**src/rtl/sext_pipe_pkg.sv**
```systemverilog
// Shared types for the LC-3 immediate/offset extractor: mode encoding, field widths, field slicer.
// Latency: n/a (types and a combinational helper only).
// Backpressure: n/a.
package sext_pkg;

  // Field-select codes carried alongside the IR word; 6 and 7 are illegal
  typedef enum logic [2:0] {
    MODE_IMM5  = 3'd0,
    MODE_OFF6  = 3'd1,
    MODE_OFF9  = 3'd2,
    MODE_OFF11 = 3'd3,
    MODE_TRAP8 = 3'd4,
    MODE_ZERO  = 3'd5
  } ext_mode_e;

  localparam int IMM5_W      = 5;
  localparam int OFF6_W      = 6;
  localparam int OFF9_W      = 9;
  localparam int OFF11_W     = 11;
  localparam int TRAP8_W     = 8;
  localparam int MAX_FIELD_W = 11;

  // Codes beyond ZERO have no field defined
  function automatic logic mode_illegal(input logic [2:0] mode);
    return (mode > 3'(MODE_ZERO));
  endfunction

  // Pull the selected field out of the low IR bits, zero-padded to MAX_FIELD_W
  function automatic logic [MAX_FIELD_W-1:0] slice_field(input logic [MAX_FIELD_W-1:0] ir,
                                                         input logic [2:0] mode);
    logic [MAX_FIELD_W-1:0] r;
    r = '0;
    case (mode)
      3'(MODE_IMM5):  r[IMM5_W-1:0]  = ir[IMM5_W-1:0];
      3'(MODE_OFF6):  r[OFF6_W-1:0]  = ir[OFF6_W-1:0];
      3'(MODE_OFF9):  r[OFF9_W-1:0]  = ir[OFF9_W-1:0];
      3'(MODE_OFF11): r[OFF11_W-1:0] = ir[OFF11_W-1:0];
      3'(MODE_TRAP8): r[TRAP8_W-1:0] = ir[TRAP8_W-1:0];
      default:        r = '0;
    endcase
    return r;
  endfunction

endpackage

```
**src/rtl/sext_pipe_if.sv**
```systemverilog
// Handshake bundle for sext_pipe: IR/mode/base in, extended result out, valid/ready on each side.
// Latency: n/a (wires only).
// Backpressure: in_ready and out_ready carry the stall in each direction.
interface sext_pipe_if #(
  parameter int DATA_W = 16,
  parameter int IR_W   = 16
);
  logic              in_valid;
  logic              in_ready;
  logic [IR_W-1:0]   in_ir;
  logic [2:0]        in_mode;
  logic [DATA_W-1:0] in_base;
  logic              out_valid;
  logic              out_ready;
  logic [DATA_W-1:0] out_data;
  logic              out_carry;
  logic              out_err;

  // Producer of IR words and consumer of results
  modport master (
    output in_valid, in_ir, in_mode, in_base, out_ready,
    input  in_ready, out_valid, out_data, out_carry, out_err
  );

  // The extractor itself
  modport slave (
    input  in_valid, in_ir, in_mode, in_base, out_ready,
    output in_ready, out_valid, out_data, out_carry, out_err
  );
endinterface

```
**src/rtl/sext_pipe_param.sv**
```systemverilog
// Width-generic field extender: replicates the field MSB (sign) or zeros into the upper bits.
// Latency: combinational.
// Backpressure: none.
module sext_param #(
  parameter int IN_W  = 5,
  parameter int OUT_W = 16
) (
  input  logic [IN_W-1:0]  in_dat,
  input  logic             sign_en,
  output logic [OUT_W-1:0] out_dat
);
  localparam int EXT_W = OUT_W - IN_W;

  logic fill;

  // Upper fill bit is the field MSB for sext, zero for zext
  always_comb begin
    fill    = sign_en & in_dat[IN_W-1];
    out_dat = {{EXT_W{fill}}, in_dat};
  end
endmodule

```
**src/rtl/sext_pipe.sv**
```systemverilog
// Two-stage IR field extractor/extender (S1 slices the field, S2 extends it); SEXT_ADDR_ADD_EN adds base in S2.
// Latency: 2 cycles in_valid->out_valid, one item per cycle sustained.
// Backpressure: out_ready low holds S2; S1 holds once S2 is full; in_ready = S1 can advance (combinational).
module sext_pipe
  import sext_pkg::*;
#(
  parameter int DATA_W = 16,
  parameter int IR_W   = 16
) (
  input  logic         Clk,
  input  logic         Reset,
  sext_pipe_if.slave   bus
);

  // Narrower words cannot hold OFF11 plus sign, or the IR lacks the field bits
  if (DATA_W < 12) begin : g_bad_data_w
    $error("sext_pipe: DATA_W must be >= 12");
  end
  if (IR_W < 11) begin : g_bad_ir_w
    $error("sext_pipe: IR_W must be >= 11");
  end

  // IR bits above the widest field are never looked at
  if (IR_W > MAX_FIELD_W) begin : g_ir_hi
    logic unused_ir_hi;
    assign unused_ir_hi = ^bus.in_ir[IR_W-1:MAX_FIELD_W];
  end

  logic s2_adv;
  logic s1_adv;

  // Stage 1 state
  logic                   s1_valid_q, s1_valid_d;
  logic [MAX_FIELD_W-1:0] s1_field_q, s1_field_d;
  logic [2:0]             s1_mode_q,  s1_mode_d;
  logic                   s1_err_q,   s1_err_d;

  // Stage 2 state
  logic              s2_valid_q, s2_valid_d;
  logic [DATA_W-1:0] s2_data_q,  s2_data_d;
  logic              s2_carry_q, s2_carry_d;
  logic              s2_err_q,   s2_err_d;

  // Per-mode extended values and the selected one
  logic [DATA_W-1:0] ext_imm5, ext_off6, ext_off9, ext_off11, ext_trap8;
  logic [DATA_W-1:0] ext_sel;
  logic [DATA_W-1:0] res_data;
  logic              res_carry;

`ifdef SEXT_ADDR_ADD_EN
  logic [DATA_W-1:0] s1_base_q, s1_base_d;
  logic [DATA_W:0]   sum;
`else
  logic unused_base;
  assign unused_base = ^bus.in_base;
`endif

  // Each stage may take a new item when it is empty or its contents move on
  always_comb begin
    s2_adv = !s2_valid_q || bus.out_ready;
    s1_adv = !s1_valid_q || s2_adv;
  end

  assign bus.in_ready  = s1_adv;
  assign bus.out_valid = s2_valid_q;
  assign bus.out_data  = s2_data_q;
  assign bus.out_carry = s2_carry_q;
  assign bus.out_err   = s2_err_q;

  // S1 next state: capture the sliced field on an accepted input, else hold
  always_comb begin
    s1_valid_d = s1_valid_q;
    s1_field_d = s1_field_q;
    s1_mode_d  = s1_mode_q;
    s1_err_d   = s1_err_q;
`ifdef SEXT_ADDR_ADD_EN
    s1_base_d  = s1_base_q;
`endif
    if (s1_adv) begin
      s1_valid_d = bus.in_valid;
      if (bus.in_valid) begin
        s1_field_d = slice_field(bus.in_ir[MAX_FIELD_W-1:0], bus.in_mode);
        s1_mode_d  = bus.in_mode;
        s1_err_d   = mode_illegal(bus.in_mode);
`ifdef SEXT_ADDR_ADD_EN
        s1_base_d  = bus.in_base;
`endif
      end
    end
  end

  sext_param #(.IN_W(IMM5_W),  .OUT_W(DATA_W)) u_imm5  (.in_dat(s1_field_q[IMM5_W-1:0]),  .sign_en(1'b1), .out_dat(ext_imm5));
  sext_param #(.IN_W(OFF6_W),  .OUT_W(DATA_W)) u_off6  (.in_dat(s1_field_q[OFF6_W-1:0]),  .sign_en(1'b1), .out_dat(ext_off6));
  sext_param #(.IN_W(OFF9_W),  .OUT_W(DATA_W)) u_off9  (.in_dat(s1_field_q[OFF9_W-1:0]),  .sign_en(1'b1), .out_dat(ext_off9));
  sext_param #(.IN_W(OFF11_W), .OUT_W(DATA_W)) u_off11 (.in_dat(s1_field_q[OFF11_W-1:0]), .sign_en(1'b1), .out_dat(ext_off11));
  sext_param #(.IN_W(TRAP8_W), .OUT_W(DATA_W)) u_trap8 (.in_dat(s1_field_q[TRAP8_W-1:0]), .sign_en(1'b0), .out_dat(ext_trap8));

  // Pick the extender for the registered mode; ZERO and illegal codes give 0
  always_comb begin
    ext_sel = '0;
    case (s1_mode_q)
      3'(MODE_IMM5):  ext_sel = ext_imm5;
      3'(MODE_OFF6):  ext_sel = ext_off6;
      3'(MODE_OFF9):  ext_sel = ext_off9;
      3'(MODE_OFF11): ext_sel = ext_off11;
      3'(MODE_TRAP8): ext_sel = ext_trap8;
      default:        ext_sel = '0;
    endcase
  end

  // Result is either the extended value or base+ext with carry out
  always_comb begin
`ifdef SEXT_ADDR_ADD_EN
    sum       = {1'b0, s1_base_q} + {1'b0, ext_sel};
    res_data  = sum[DATA_W-1:0];
    res_carry = sum[DATA_W];
`else
    res_data  = ext_sel;
    res_carry = 1'b0;
`endif
  end

  // S2 next state: load from S1 when advancing; data regs keep last value across bubbles
  always_comb begin
    s2_valid_d = s2_valid_q;
    s2_data_d  = s2_data_q;
    s2_carry_d = s2_carry_q;
    s2_err_d   = s2_err_q;
    if (s2_adv) begin
      s2_valid_d = s1_valid_q;
      if (s1_valid_q) begin
        s2_data_d  = res_data;
        s2_carry_d = res_carry;
        s2_err_d   = s1_err_q;
      end
    end
  end

  // Pipeline registers; reset discards anything in flight
  always_ff @(posedge Clk) begin
    if (Reset) begin
      s1_valid_q <= 1'b0;
      s1_field_q <= '0;
      s1_mode_q  <= '0;
      s1_err_q   <= 1'b0;
      s2_valid_q <= 1'b0;
      s2_data_q  <= '0;
      s2_carry_q <= 1'b0;
      s2_err_q   <= 1'b0;
    end else begin
      s1_valid_q <= s1_valid_d;
      s1_field_q <= s1_field_d;
      s1_mode_q  <= s1_mode_d;
      s1_err_q   <= s1_err_d;
      s2_valid_q <= s2_valid_d;
      s2_data_q  <= s2_data_d;
      s2_carry_q <= s2_carry_d;
      s2_err_q   <= s2_err_d;
    end
  end

`ifdef SEXT_ADDR_ADD_EN
  // Base operand travels with its field through S1
  always_ff @(posedge Clk) begin
    if (Reset) s1_base_q <= '0;
    else       s1_base_q <= s1_base_d;
  end
`endif

endmodule

```
**src/flat_wrapper.sv**
```systemverilog
// flat-port wrapper written by rule: the top's interface ports become plain ports
module sext_pipe_flat import sext_pkg::*;
#(
  parameter int DATA_W = 16,
  parameter int IR_W   = 16
)
  (Clk, Reset, bus_in_valid, bus_in_ir, bus_in_mode, bus_in_base, bus_out_ready, bus_in_ready, bus_out_valid, bus_out_data, bus_out_carry, bus_out_err);
  sext_pipe_if #(.DATA_W(DATA_W), .IR_W(IR_W)) bus_i ();
  input  logic Clk;
  input  logic Reset;
  input wire logic [$bits(bus_i.in_valid)-1:0] bus_in_valid;
  input wire logic [$bits(bus_i.in_ir)-1:0] bus_in_ir;
  input wire logic [$bits(bus_i.in_mode)-1:0] bus_in_mode;
  input wire logic [$bits(bus_i.in_base)-1:0] bus_in_base;
  input wire logic [$bits(bus_i.out_ready)-1:0] bus_out_ready;
  output wire logic [$bits(bus_i.in_ready)-1:0] bus_in_ready;
  output wire logic [$bits(bus_i.out_valid)-1:0] bus_out_valid;
  output wire logic [$bits(bus_i.out_data)-1:0] bus_out_data;
  output wire logic [$bits(bus_i.out_carry)-1:0] bus_out_carry;
  output wire logic [$bits(bus_i.out_err)-1:0] bus_out_err;
  assign bus_i.in_valid = bus_in_valid;
  assign bus_i.in_ir = bus_in_ir;
  assign bus_i.in_mode = bus_in_mode;
  assign bus_i.in_base = bus_in_base;
  assign bus_i.out_ready = bus_out_ready;
  assign bus_in_ready = bus_i.in_ready;
  assign bus_out_valid = bus_i.out_valid;
  assign bus_out_data = bus_i.out_data;
  assign bus_out_carry = bus_i.out_carry;
  assign bus_out_err = bus_i.out_err;
  sext_pipe #(.DATA_W(DATA_W), .IR_W(IR_W)) u_core (.Clk(Clk), .Reset(Reset), .bus(bus_i));
endmodule
```
**config.mk**
```make
export PLATFORM = sky130hd
export DESIGN_NAME = sext_pipe_flat
export DESIGN_NICKNAME = d
export VERILOG_FILES = /design/src/rtl/sext_pipe_pkg.sv /design/src/rtl/sext_pipe_if.sv /design/src/rtl/sext_pipe_param.sv /design/src/rtl/sext_pipe.sv /design/src/flat_wrapper.sv
export SDC_FILE = /design/constraint.sdc
export NUM_CORES = 1
export LEC_CHECK = 0
export ABC_AREA = 1
export ABC_CLOCK_PERIOD_IN_PS = 2450
export CORE_MARGIN = 8
export CORE_UTILIZATION = 25
export CTS_BUF_LIST = sky130_fd_sc_hd__clkbuf_8 sky130_fd_sc_hd__clkbuf_16
export CTS_CLUSTER_DIAMETER = 100
export CTS_CLUSTER_SIZE = 20
export DETAILED_ROUTE_END_ITERATION = 16
export HOLD_SLACK_MARGIN = 0.03
export PLACE_DENSITY_LB_ADDON = 0.12
export SKIP_CTS_REPAIR_TIMING = 1
export SLEW_MARGIN = 40
export SYNTH_ARGS = -nofsm -noshare
export SYNTH_HDL_FRONTEND = slang
export SYNTH_SLANG_ARGS = --single-unit
```
**constraint.sdc**
```tcl
create_clock -name Clk -period 2.45 [get_ports Clk]
set_input_delay 0.49 -clock Clk [delete_from_list [all_inputs] [get_ports Clk]]
set_output_delay 0.49 -clock Clk [all_outputs]
set_load 0.01 [all_outputs]
```
==> metrics.md <==
| Metric | Value |
|---|---|
| Status | finished, final reports clean |
| Total power | between 900 and 1000 µW |
| Diode count | 0 |
| Ports | 59 |
| Clk Latency, worst-skew pair | 0.28 ns |
| Post-synth net total | 209 |
| CTS tree | built |
| Setup CP Type | in -> out |
| Crit-path cells | clkdlybuf4s50_1, inv_1, nand3_2, clkdlybuf4s50_1 |
| YS warnings | 0 |
| Global-route wire length before repair | 5440 µm |
| Antenna violations before repair | 0 |
| Iteration-0 DRC Markers | 64 |
| Drt pass-1 iters | 4 |
| Leak | 0.000646 µW |
| HPWL Detailed | 2520 µm |
| RSZ-0062 raised after global routing | false |
| Clk_skew | about 0.0064 ns |
| Final period util | 87.3% |
| Core area | 5070 µm² |
| Vias per cell | 4.36 |
| TNS Setup | 0 ns |
| WL final | 3280 µm |
| Max Cap Viol | 0 |
| Die H | 88.1 µm |
| Min-delay worst type | reg -> reg |
| Initial Utilization | 25.6% |
| Port-buffer cells | 36 |
| # fillers | 552 |
| Rows | 26 |
| Layout Nets | 237 |
| Setup Slack @ Placement | 0.303 ns |
| # setup viols final | 0 |
| Area Growth Syn to Fin | 32.9% |
| Crit-path slowest cell | clkdlybuf4s50_1 |
| Clock Path Buffers | 2 |
| Post-DR wirelength/cell | approximately 12 µm |
| Setup ws final | 0.312 ns |
| Final Hold Fails | 0 |
| Gr ovfl total | 0 |
| CTS H-tree lvls | 2 |
| Sequential element share of the synthesized area | 44.7% |
| Final antenna-violating net count | 0 |
| CTS Sinks | 29 |
| Fmax | approximately 470 MHz |
| WP data required | 1.96 ns |
| Synth cell types | 26 |
| Largest net degree at the start of global routing | 21 |
| Seq cells post-synth | 29 |
| Chip width | 88.1 µm |
| Power per Cell Area | 579 nW/µm² |
| Total track usage | around 9.1% |
| Synth area leader | dfxtp_1 |
| Max FO, Critical Path | 3 |
| Layout cells sized above 1 | 10.2% |
| Die footprint | a little under 8000 µm² |
| Main area contributors after synthesis | dfxtp_1, nand2_1, a21oi_1 |
| Cells after Synth | 170 |
| Crit end category | output port |
| Syn avg cell area | 7.64 µm² |
| Final RePlAce weighted congestion | 0.763 |
| Minimum clock period after layout | 2.14 ns |
| R2R setup slack | 1.16 ns |
| Worst Path Arrival | 1.65 ns |
| Cell Area, Synth | between 1000 and 1500 µm² |
| DR DRC count | 0 |
| Detailed-route via count | 1,163 |
| Area of the multi-input gates | 562 µm² |
| CTS buffer count | 5 |
| Worst-path clk slew | 0.06 ns |
| Crit-path most repeated cell | clkdlybuf4s50_1 |
| WHS | 0.460 ns |
| Vias in the first global route | 1,139 |
| Reg area | 581 µm² |
| Final core occ | between 30% and 40% |
| Post-synth top area share | 44.7% |
| Fin. max-slew vios | 0 |
| Slowest stage delay, CP | between 0.5 and 0.6 ns |
| Worst VDD drop | 0.000248 V |
| Worst setup SP type | primary input |
| CTS root buf | clkbuf_8 |
[per-stage QoR]
stage          std cells  instance area [µm²]
2_1_floorplan        170                 1300
3_3_place_gp         261                 1650
3_5_place_dp         261                 1650
4_1_cts              267                 1730
5_1_grt              267                 1730
6_report             267                 1730
[cell type report]
cell class | count | share of cell area, %
Inverter | 11 | 2.39
Timing Repair Buffer | 37 | 22.0
Tap cell | 70 | 5.08
Clock buffer | 5 | 3.99
Sequential cell | 29 | 33.6
Clock inverter | 1 | 0.290
Multi-Input combinational cell | 114 | 32.6
[worst max-delay path: cells and delay by family]
family	cells	cell delay, ns
and+or+nand+nor	1	0.09
buffers and inverters	3	1.07
[cell usage after synthesis]
library cell / n
nand2_1: 41
dfxtp_1: 29
a21oi_1: 23
nand3_1: 12
nor2_1: 11
buf_4: 10
inv_1: 8
o21ai_0: 5
nand4_1: 4
inv_2: 3
nand2_2: 3
o21ai_1: 3
a211oi_2: 2
buf_1: 2
buf_6: 2
nor3_1: 2
a21oi_2: 1
a31oi_1: 1
buf_2: 1
clkbuf_2: 1
conb_1: 1
nand3_2: 1
nor2_4: 1
o21a_1: 1
o21ai_2: 1
o21ai_4: 1
[kinds of logic after synthesis]
| kind of cell | count (synthesis) | synth area share (%) |
|---|---|---|
| AO/OA/AOI/OAI | 38 | 17.5 |
| flip-flops | 29 | 44.7 |
| other | 1 | 0.289 |
| AND/OR/NAND/NOR | 75 | 25.4 |
| buffers and inverters | 27 | 12.0 |
[metal layers]
layer / track usage (%) / part of all wire (%)
met4: 3.23 / 1.1
met3: 4.03 / 8.2
met2: 13.7 / 44
met5: 0 / 0
met1: 11.0 / 47
[cell usage in the layout, fill, tap and decap left out, types with 2 or more instances in the layout]
cell | Yosys | final
inv_1 | 8 | 8
nor2_1 | 11 | 11
clkdlybuf4s50_1 | 0 | 36
nand2_2 | 3 | 3
dfxtp_1 | 29 | 29
inv_2 | 3 | 3
clkbuf_8 | 0 | 5
nand4_1 | 4 | 4
o21ai_1 | 3 | 3
nor3_1 | 2 | 2
a21oi_1 | 23 | 23
nand2_1 | 41 | 41
nand3_1 | 12 | 12
o21ai_0 | 5 | 5
a211oi_2 | 2 | 2
[power breakdown]
part | switching (µW) | leakage (µW) | internal, µW
logic | 69.3 | 0.000369 | 65.5
registers | 18.8 | 0.000237 | 493
clock network | 167 | 0.0000399 | 186
total | 255 | 0.000646 | 744
[final timing paths]
check	startpoint	end	cells after the start
setup / recovery	bus_out_ready	bus_in_ready	4
hold / removal	u_core.s1_err_q$_SDFFE_PP0P_	u_core.s1_err_q$_SDFFE_PP0P_	2
setup reg to reg	u_core.bus.out_valid$_SDFFE_PP0P_	u_core.s1_field_q[5]$_SDFFE_PP0P_	5
hold reg to reg	u_core.s1_err_q$_SDFFE_PP0P_	u_core.s1_err_q$_SDFFE_PP0P_	2
[state kept, by name, indices dropped and copies added (netlist names)]
| name | flops |
|---|---|
| u_core.s1_err_q | 1 |
| u_core.bus.out_data | 11 |
| u_core.s1_field_q | 11 |
| u_core.s1_valid_q | 1 |
| u_core.s1_mode_q | 3 |
| u_core.bus.out_valid | 1 |
| u_core.bus.out_err | 1 |
(Power assumes the default switching activity.)
